--- src/rtl/cap_ctrl_pkg.sv ---
// Shared state encoding and default geometry for the dahua_cap frame sequencer.
package cap_ctrl_pkg;

  localparam int DEF_WIDTH       = 640;
  localparam int DEF_HEIGTH      = 480;
  localparam int DEF_TIMEOUT_CYC = 2**24;
  localparam int DEF_NF_W        = 8;

  typedef logic [2:0] cap_state_t;

  localparam cap_state_t ST_IDLE     = 3'd0;
  localparam cap_state_t ST_ARM      = 3'd1;
  localparam cap_state_t ST_WAIT_SOF = 3'd2;
  localparam cap_state_t ST_CAPTURE  = 3'd3;
  localparam cap_state_t ST_SKIP     = 3'd4;
  localparam cap_state_t ST_DONE     = 3'd5;
  localparam cap_state_t ST_ERROR    = 3'd6;

  // States in which the sensor is expected to keep toggling FV.
  function automatic logic wd_counts(input cap_state_t s);
    return (s == ST_ARM) || (s == ST_WAIT_SOF) || (s == ST_SKIP) || (s == ST_CAPTURE);
  endfunction

endpackage

--- src/rtl/cap_ctrl_geom_chk.sv ---
// Per-frame line length / line count checker; pulses size_err at eof of a bad frame.
module cap_geom_chk
  import cap_ctrl_pkg::*;
#(
  parameter int WIDTH  = DEF_WIDTH,
  parameter int HEIGTH = DEF_HEIGTH
) (
  input  logic clk,
  input  logic rst_n,
  input  logic win,
  input  logic sof,
  input  logic eof,
  input  logic eol,
  input  logic lv,
  output logic size_err
);

  localparam int PX_W = $clog2(WIDTH + 1);
  localparam int LN_W = $clog2(HEIGTH + 1);

  logic [PX_W-1:0] px_q, px_d;
  logic [LN_W-1:0] ln_q, ln_d;
  logic            bad_q, bad_d;

  // A short or long line is remembered until eof so one report covers the whole frame.
  always_comb begin
    px_d     = px_q;
    ln_d     = ln_q;
    bad_d    = bad_q;
    size_err = 1'b0;
    if (win) begin
      if (sof) begin
        px_d  = PX_W'(lv);
        ln_d  = '0;
        bad_d = 1'b0;
      end else if (eol) begin
        if (px_q != PX_W'(WIDTH)) bad_d = 1'b1;
        px_d = '0;
        if (ln_q != '1) ln_d = ln_q + 1'b1;
      end else if (lv && (px_q != '1)) begin
        px_d = px_q + 1'b1;
      end
      if (eof) size_err = bad_d | (ln_d != LN_W'(HEIGTH));
    end
  end

  always_ff @(posedge clk or negedge rst_n) begin
    if (!rst_n) begin
      px_q  <= '0;
      ln_q  <= '0;
      bad_q <= 1'b0;
    end else begin
      px_q  <= px_d;
      ln_q  <= ln_d;
      bad_q <= bad_d;
    end
  end

endmodule

--- src/rtl/cap_ctrl.sv ---
// Frame-level capture sequencer: gates cap_en over whole frames only, with
// N-frame/continuous modes, frame decimation, FV watchdog and geometry check.
module cap_ctrl
  import cap_ctrl_pkg::*;
#(
  parameter int WIDTH       = DEF_WIDTH,
  parameter int HEIGTH      = DEF_HEIGTH,
  parameter int TIMEOUT_CYC = DEF_TIMEOUT_CYC,
  parameter int NF_W        = DEF_NF_W
) (
  input  logic            pclk,
  input  logic            resetn,
  input  logic            FV,
  input  logic            LV,
  input  logic            cmd_start,
  input  logic            cmd_stop,
  input  logic [NF_W-1:0] cfg_nframes,
  input  logic [NF_W-1:0] cfg_skip,
  output logic            cap_en,
  output logic            busy,
  output logic            done,
  output logic [NF_W-1:0] frame_cnt,
  output logic            err_size,
  output logic            err_timeout
);

  localparam int WD_W = $clog2(TIMEOUT_CYC + 1);

  cap_state_t      state_q, state_d;
  logic            fv_q, fv_d, lv_q, lv_d;
  logic [NF_W-1:0] frame_cnt_q, frame_cnt_d, frame_inc;
  logic [NF_W-1:0] nframes_q, nframes_d, skip_q, skip_d, skip_cnt_q, skip_cnt_d;
  logic            err_size_q, err_size_d, err_timeout_q, err_timeout_d;
  logic            stop_pend_q, stop_pend_d;
  logic [WD_W-1:0] wd_q, wd_d;
  logic            sof, eof, eol, timeout, start_acc, geom_win, size_err;

  assign sof       = FV & ~fv_q;
  assign eof       = ~FV & fv_q;
  assign eol       = ~LV & lv_q;
  assign timeout   = wd_counts(state_q) & ~(sof | eof) & (wd_q == WD_W'(TIMEOUT_CYC - 1));
  assign start_acc = cmd_start & ~cmd_stop & ((state_q == ST_IDLE) || (state_q == ST_ERROR));
  assign geom_win  = (state_q == ST_CAPTURE) || ((state_q == ST_WAIT_SOF) && sof);
  assign frame_inc = (frame_cnt_q == '1) ? frame_cnt_q : frame_cnt_q + 1'b1;

  // cap_en mirrors FV over captured frames: it is already low in the eof cycle.
  assign cap_en      = ~timeout & (((state_q == ST_CAPTURE) & ~eof) | ((state_q == ST_WAIT_SOF) & sof));
  assign busy        = (state_q != ST_IDLE) && (state_q != ST_ERROR);
  assign done        = (state_q == ST_DONE);
  assign frame_cnt   = frame_cnt_q;
  assign err_size    = err_size_q;
  assign err_timeout = err_timeout_q;

  cap_geom_chk #(.WIDTH(WIDTH), .HEIGTH(HEIGTH)) u_geom (
    .clk      (pclk),
    .rst_n    (resetn),
    .win      (geom_win),
    .sof      (sof),
    .eof      (eof),
    .eol      (eol),
    .lv       (LV),
    .size_err (size_err)
  );

  always_comb begin
    state_d       = state_q;
    fv_d          = FV;
    lv_d          = LV;
    frame_cnt_d   = frame_cnt_q;
    nframes_d     = nframes_q;
    skip_d        = skip_q;
    skip_cnt_d    = skip_cnt_q;
    err_size_d    = err_size_q;
    err_timeout_d = err_timeout_q;
    stop_pend_d   = stop_pend_q;
    case (state_q)
      ST_ARM: begin
        if (cmd_stop) state_d = ST_DONE;
        else if (!FV) state_d = ST_WAIT_SOF;
      end
      ST_WAIT_SOF: begin
        if (cmd_stop) state_d = ST_DONE;
        else if (sof) state_d = ST_CAPTURE;
      end
      ST_CAPTURE: begin
        if (cmd_stop) stop_pend_d = 1'b1;
        if (eof) begin
          frame_cnt_d = frame_inc;
          if (size_err) err_size_d = 1'b1;
          if (stop_pend_q || cmd_stop) begin
            state_d = ST_DONE;
          end else if ((nframes_q != '0) && (frame_inc == nframes_q)) begin
            state_d = ST_DONE;
          end else if (skip_q != '0) begin
            state_d    = ST_SKIP;
            skip_cnt_d = skip_q;
          end else begin
            state_d = ST_WAIT_SOF;
          end
        end
      end
      ST_SKIP: begin
        if (cmd_stop) begin
          state_d = ST_DONE;
        end else if (eof) begin
          skip_cnt_d = skip_cnt_q - 1'b1;
          if (skip_cnt_d == '0) state_d = ST_WAIT_SOF;
        end
      end
      ST_DONE:  state_d = ST_IDLE;
      ST_ERROR: if (cmd_stop) state_d = ST_IDLE;
      default:  state_d = ST_IDLE;
    endcase
    if (timeout) begin
      state_d       = ST_ERROR;
      err_timeout_d = 1'b1;
    end
    if (start_acc) begin
      state_d       = ST_ARM;
      frame_cnt_d   = '0;
      err_size_d    = 1'b0;
      err_timeout_d = 1'b0;
      nframes_d     = cfg_nframes;
      skip_d        = cfg_skip;
    end
    if (state_d != ST_CAPTURE) stop_pend_d = 1'b0;
  end

  // Watchdog restarts on every FV edge and on every state transition.
  assign wd_d = (!wd_counts(state_q) || sof || eof || (state_d != state_q)) ? '0 : wd_q + 1'b1;

  always_ff @(posedge pclk or negedge resetn) begin
    if (!resetn) begin
      state_q       <= ST_IDLE;
      fv_q          <= 1'b0;
      lv_q          <= 1'b0;
      frame_cnt_q   <= '0;
      nframes_q     <= '0;
      skip_q        <= '0;
      skip_cnt_q    <= '0;
      err_size_q    <= 1'b0;
      err_timeout_q <= 1'b0;
      stop_pend_q   <= 1'b0;
      wd_q          <= '0;
    end else begin
      state_q       <= state_d;
      fv_q          <= fv_d;
      lv_q          <= lv_d;
      frame_cnt_q   <= frame_cnt_d;
      nframes_q     <= nframes_d;
      skip_q        <= skip_d;
      skip_cnt_q    <= skip_cnt_d;
      err_size_q    <= err_size_d;
      err_timeout_q <= err_timeout_d;
      stop_pend_q   <= stop_pend_d;
      wd_q          <= wd_d;
    end
  end

endmodule

--- config.mk ---
export PLATFORM = sky130hd
export DESIGN_NAME = cap_ctrl
export DESIGN_NICKNAME = d
export VERILOG_FILES = /design/src/rtl/cap_ctrl_pkg.sv /design/src/rtl/cap_ctrl_geom_chk.sv /design/src/rtl/cap_ctrl.sv
export SDC_FILE = /design/constraint.sdc
export NUM_CORES = 1
export LEC_CHECK = 0
export BUFFER_PORTS_ARGS = -buffer_cell sky130_fd_sc_hd__buf_2
export CELL_PAD_IN_SITES_DETAIL_PLACEMENT = 0
export CELL_PAD_IN_SITES_GLOBAL_PLACEMENT = 1
export CORE_ASPECT_RATIO = 1.2
export CORE_MARGIN = 2
export CORE_UTILIZATION = 48
export DETAILED_ROUTE_END_ITERATION = 12
export PLACE_DENSITY = 0.88
export SETUP_SLACK_MARGIN = 0.4
export SLEW_MARGIN = 20
export SYNTH_ARGS = -nofsm -noshare
export SYNTH_HDL_FRONTEND = slang
export SYNTH_HIERARCHICAL = 1
export SYNTH_SLANG_ARGS = --single-unit
--- constraint.sdc ---
create_clock -name pclk -period 3.5 [get_ports pclk]
set_input_delay 1.05 -clock pclk [delete_from_list [all_inputs] [get_ports pclk]]
set_output_delay 1.05 -clock pclk [all_outputs]
set_load 0.01 [all_outputs]
==> flow_summary_export.csv, run 1 <==
group,metric,value,unit
floorplanning,die_w,101,µm
floorplanning,initial_utilization,49.4,%
placement,globalplace.congestion,0.867,
logic_synthesis,yosys-top-cells-area,"dfrtp_1, mux2_2, nor4_1",
worst_setup_path,worstSetupPathDepth,7,
cts,cts.clk_slew.worst_paths,70,ps
detailed_routing,drc_errors,0,
sta,max_freq,319,MHz
cts,htree_levels,3,
worst_setup_path,rrSetupSlack,580,ps
logic_synthesis,synth_top_area_share,38.9,%
min_path,hold_class,"reg2reg",
layout,syn2layout_area_growth,13.2,%
placement,portBuffers,34,
logic_synthesis,synth_edf_count,0,
sta,slew_viol_final,0,
worst_setup_path,timing.rr.end,"wd_q[24]",
global_route,gr-total-overflow,0,
floorplanning,ioPinCount,35,
global_route,grt_max_degree,86,
worst_setup_path,cp_slowest_cell,"nor4_4",
logic_synthesis,async_flop_share,100,%
worst_setup_path,cp-end-kind,"primary output",
detailed_routing,vias,4769,
logic_synthesis,synth.net_count,623,
worst_setup_path,crit_path_start_kind,"input port",
sta,finalClockSkew,10.2,ps
detailed_routing,drt_wl_total,13.1,mm
cts,cts.sinks,85,
cts,cts_root_buf,"clkbuf_16",
logic_synthesis,ys_warn_count,6,
logic_synthesis,ys_seq_elements,85,
floorplanning,rows,42,
cts,numCtsBuffers,9,
layout,drive_gt1_share,20.3,%
pwr,peakVddDrop,331,µV
global_route,grt_pass1_vias,4640,
layout,finalNetCount,658,
pwr,leakage,0.00255,µW
floorplanning,die_h,121,µm
global_route,antenna_found_initial,0,
worst_setup_path,worst-path-buf-inv,3,
sta,hold_viol,0,
worst_setup_path,cp_data_arrival_time,2080,ps
logic_synthesis,yosysSeqAreaShare,38.9,%
detailed_routing,wire_per_inst,16.7,µm
layout,fill_cells,996,
cts,tritoncts,"done",
logic_synthesis,syn_area,5470,µm²
placement,dp.final_hpwl,8.97,mm
status,outcome,"finished clean",
sta,period_minus_slack,3130,ps
job,cap_violations,0,
layout,final_common_cell,"dfrtp_1",
cts,cts_buffer_depth,2,
logic_synthesis,synth.distinct_cells,81,
logic_synthesis,syn_area_per_cell,9.25,µm²
worst_setup_path,critPathMaxStageDelay,280,ps
min_path,holdPathStages,2,
worst_setup_path,crit_path_cell_trace,"buf_8 -> inv_4 -> ha_4 -> nand4b_1 -> nor4_4 -> nor4_2 -> buf_2",
logic_synthesis,synth_top_cell_by_area,"dfrtp_1",
detailed_routing,ant_nets,0,
logic_synthesis,synthFlopType,"dfrtp_1",
worst_setup_path,r2r_start,"frame_cnt[0]",
sta,hold_slack,505,ps
detailed_routing,viasPerCell,6.07,
pwr,powerDensity,595,nW/µm²
global_route,grt_pass1_wl,22.0,mm
sta,period_share,89.5,%
sta,worst_pin_slew,778,ps
sta,relSlewSlack,48.1,%
min_path,hp-start,"err_size",
layout,final_cell_mix,"dfrtp_1, nor2_1, nand2_1, nor4_1, buf_2",
floorplanning,die-area,12300,µm²
floorplanning,coreArea,11100,µm²
logic_synthesis,synth_cells,592,
worst_setup_path,reg2reg_depth,10,
worst_setup_path,criticalPathCategory,"in2out",
worst_setup_path,path_delay_family,"simple AND/OR/NAND/NOR gates",
cts,clock_latency,350,ps
sta,report.final.setup_viol,0,
worst_setup_path,critPathRequiredTime,2450,ps
sta,rsz0062_at_grt,"true",
min_path,hold_path_end,"err_size",
detailed_routing,drtIter0Drc,289,
detailed_routing,first_pass_iters,5,
cts,ctsHoldBuffers,0,
global_route,track_usage,22.2,%
sta,fin_setup_tns,0,ps
layout,n_antenna_cell,0,
worst_setup_path,path_max_fanout,2,
-- area by class of cell --
type / instances / area [µm²] / area share [%]
clock inverter: 6 / 45.0 / 0.727
clock buffer: 10 / 239 / 3.86
inverter: 16 / 62.6 / 1.01
tap: 154 / 193 / 3.11
multi-input combinational: 452 / 3110 / 50.1
sequential: 85 / 2130 / 34.3
timing repair buffer: 63 / 424 / 6.84
-- sequential cells by signal, indices dropped and copies added (netlist names), 3 cells and up --
name and count:
frame_cnt 8, nframes_q 8, skip_cnt_q 8, skip_q 8
state_q 3, u_geom/ln_q 9, u_geom/px_q 10, wd_q 25
-- synthesized netlist by cell type, drive strengths merged (4+ instances only) --
cell type / number
xor2: 21
nor2: 46
xnor2: 21
a41oi: 6
o22ai: 7
o211ai: 5
o21ai: 21
nand2: 43
nor4: 35
clkbuf: 19
buf: 20
and4: 10
mux2: 20
a22oi: 5
a211oi: 11
nand3: 30
nand4: 19
nor3: 13
and2: 9
dfrtp: 85
or4: 4
nor2b: 6
inv: 16
ha: 9
a31oi: 10
a21oi: 32
a2bb2oi: 5
nor3b: 4
and3: 10
mux2i: 5
-- through the flow --
stage / power [µW] / utilization [%] / cell area [µm²] / std cells / worst slack (ps)
after global routing: 3910 / 55.9 / 6200 / 786 / 294
after CTS: 3680 / 55.4 / 6140 / 783 / 391
after detailed placement: 2710 / 52.1 / 5780 / 760 / 225
after global placement: 2650 / 52.0 / 5770 / 759 / 112
after floorplan: 2360 / - / 5470 / 592 / 476
final: 3690 / 55.9 / 6200 / 786 / 368
-- cells by family (layout without fill, tap and decap cells) --
logic type	count (synthesis)	count (layout)	share of synthesized area, %
compound gates	130	130	16.6
xor+xnor	42	42	6.72
fa+ha+maj	9	9	2.06
buf+inv	55	95	4.98
flops	85	85	38.9
mux	25	25	5.10
simple gates	246	246	25.7
-- where the power goes --
group | switching [µW] | internal, µW
registers | 282 | 1170
clock network | 422 | 505
logic | 729 | 580
total | 1430 | 2260
-- worst register-to-register path: cells and delay by family, from the launching register on --
kind | cells | cell delay [ps]
DFF | 1 | 360
and+or+nand+nor | 4 | 830
adders and majority gates | 1 | 390
AOI/OAI and AO/OA | 3 | 870
buffers and inverters | 2 | 340
-- routing by layer --
layer,vias to the layer above,track usage [%],wire (µm)
li1,2287,-,-
met3,18,4.26,620
met4,0,6.08,187
met1,2357,29.5,5770
met2,107,37.1,6530
met5,-,0,0
-- worst max path at each step --
stage	slack [ps]	startpoint	to
global placement	110	FV	wd_q[23]
global route	290	FV	cap_en
CTS	390	FV	cap_en
detailed placement	230	FV	wd_q[24]
floorplan	480	FV	cap_en
finish	370	FV	cap_en
-- repair_timing --
action                                  4_1_cts  5_1_grt
buffers inserted                              7        3
endpoints found under the setup margin       13       25
resized for setup                             5        6
pin swaps                                     3        2
No activity file was read; power rests on OpenSTA's default activity.
==> inputs of run 2 (changes only) <==
CORE_UTILIZATION = 45   (was 48)
PLACE_DENSITY = 0.84   (was 0.88)
==> run 2 against run 1 <==
Against the previous run: cell count up 1.0%; critical path depth unchanged; worst setup slack better by 9.3 ps; utilization fell by 4.0 points; critical endpoint unchanged; clock power rose by 3.3%; die area up 6.4%; routed wire length decreased by 2.1%; clock skew hardly changed; sequential power is essentially flat; design area up 0.50%; via count increased by 0.10%; register-to-register slack better by 40 ps.
==> flow_summary_export.csv, run 2 (synthesis gave the netlist of run 1 again) <==
group,metric,value,unit
sta,max_freq,320,MHz
sta,hold_viol,0,
pwr,p_sw_share,38.0,%
pwr,p_seq_share,39.0,%
detailed_routing,drtIter0Drc,380,
floorplanning,die_h,125,µm
layout,largest_registers,"wd_q (25), u_geom/px_q (10), u_geom/ln_q (9)",
worst_setup_path,path_max_fanout,4,
layout,largest_reg_flops,25,
layout,fin_cells,794,
detailed_routing,vias,4774,
sta,fin_setup_tns,0,ps
worst_setup_path,critPathRequiredTime,2450,ps
cts,htree_levels,3,
sta,period_share,89.2,%
placement,placed_area,5860,µm²
global_route,grt_pass1_wl,21.9,mm
sta,report.final.setup_viol,0,
detailed_routing,viasPerCell,6.01,
floorplanning,rows,44,
min_path,hold_path_end,"u_geom/bad_q",
pwr,p_comb_share,35.4,%
global_route,gr-total-overflow,0,
pwr,internal_power,2320,µW
floorplanning,coreArea,12000,µm²
worst_setup_path,reg2reg_depth,7,
layout,top_register,"wd_q",
worst_setup_path,cp-end-kind,"primary output",
layout,finalInstanceArea,6230,µm²
cts,clock_latency,350,ps
pwr,leakage,0.00255,µW
layout,seq_area,2130,µm²
worst_setup_path,r2r_start,"frame_cnt[2]",
floorplanning,die-area,13100,µm²
job,cap_violations,0,
detailed_routing,wire_per_inst,16.2,µm
global_route,grt_max_degree,86,
placement,globalplace.congestion,0.885,
layout,final_cell_mix,"dfrtp_1, nor2_1, nand2_1, nor4_1, buf_2",
cts,cts_buffer_depth,2,
sta,worst_pin_slew,544,ps
layout,fill_cells,1149,
pwr,power_switching,1420,µW
layout,finalNetCount,659,
sta,relSlewSlack,62.8,%
worst_setup_path,crit_path_start_kind,"input port",
layout,fin_util,51.9,%
detailed_routing,drc_errors,0,
cts,cts.sinks,85,
worst_setup_path,criticalPathCategory,"in2out",
layout,n_antenna_cell,0,
cts,cts_root_buf,"clkbuf_16",
worst_setup_path,timing.rr.end,"skip_cnt_q[1]",
pwr,power.total,3740,µW
floorplanning,ioPinCount,35,
sta,rsz0062_at_grt,"true",
layout,final_common_cell,"dfrtp_1",
layout,multi_input_area,3110,µm²
detailed_routing,drt_wl_total,12.8,mm
sta,slew_viol_final,0,
global_route,grt_pass1_vias,4496,
placement,dpl.cell_count,774,
min_path,hp-start,"u_geom/bad_q",
status,outcome,"finished clean",
placement,dp.final_hpwl,8.98,mm
sta,finalClockSkew,10.2,ps
pwr,pwr-share-clk,25.6,%
min_path,holdPathStages,2,
cts,numCtsBuffers,9,
worst_setup_path,rrSetupSlack,620,ps
layout,drive_gt1_share,20.2,%
floorplanning,die_w,105,µm
pwr,peakVddDrop,261,µV
min_path,hold_class,"reg2reg",
pwr,powerDensity,600,nW/µm²
cts,tritoncts,"done",
worst_setup_path,cp_data_arrival_time,2070,ps
global_route,track_usage,20.2,%
global_route,antenna_found_initial,0,
placement,portBuffers,34,
detailed_routing,ant_nets,0,
detailed_routing,first_pass_iters,5,
layout,syn2layout_area_growth,13.8,%
cts,cts.clk_slew.worst_paths,60,ps
sta,period_minus_slack,3120,ps
floorplanning,initial_utilization,45.6,%
[run 2: cell count changes in the layout (fill, tap and decap cells not counted)]
| cell | delta |
|---|---|
| buf_4 | +2 |
| buf_6 | -2 |
| clkinv_2 | -2 |
| clkinvlp_4 | +2 |
| a2111oi_0 | +1 |
| a2111oi_1 | -1 |
| buf_8 | +1 |
| bufinv_16 | +1 |
| clkbuf_1 | +1 |
| clkbuf_8 | -1 |
| inv_6 | -1 |
[run 2: worst max path at each step]
stage | from | to | slack [ps]
after global routing | FV | cap_en | 280
after floorplan | FV | cap_en | 480
after CTS | FV | cap_en | 400
final | FV | cap_en | 380
after global placement | FV | wd_q[11] | 150
after detailed placement | FV | cap_en | 190
[run 2: repair_timing]
action / in CTS / in global routing
hold buffers: 0 / 0
buffers inserted: 0 / 4
pin swaps: 2 / 2
hold endpoints to repair: 0 / 0
gates resized for setup: 8 / 2
setup endpoints to repair: 1 / 17
[run 2: critical path, cell delays in order]
cell      delay [ps]
buf_8             90
inv_4             40
ha_4             240
nand4b_1         170
nor4_4           260
nor4_2            60
buf_2            170
[run 2: power by group through the flow]
stage / Sequential (µW) / Clock (µW) / Combinational [µW]
after global routing: 1490 / 1020 / 1460
after floorplan: 1330 / 0 / 1030
after CTS: 1450 / 985 / 1290
final: 1460 / 958 / 1320
after detailed placement: 1460 / 0 / 1290
after global placement: 1460 / 0 / 1230
[run 2: metal layers]
layer  share of wire (%)  wire length [µm]  global-route usage, %
met1                  46              5870                   27.4
met2                  50              6370                   32.8
met3                 2.8               362                   2.25
met4                 1.9               238                   8.86
met5                   0                 0                      0
[run 2: area by class of cell]
cell class | count | area share [%]
timing repair buffer | 64 | 6.93
sequential | 85 | 34.1
clock buffer | 10 | 3.68
inverter | 16 | 1.00
clock inverter | 6 | 1.14
multi-input combinational | 452 | 49.9
tap | 161 | 3.23
[run 2: metrics by stage]
| step | worst slack (ps) | hold WS [ps] |
|---|---|---|
| floorplan | 476 | 482 |
| global placement | 153 | 505 |
| detailed placement | 191 | 516 |
| CTS | 403 | 531 |
| global route | 282 | 558 |
| finish | 377 | 529 |
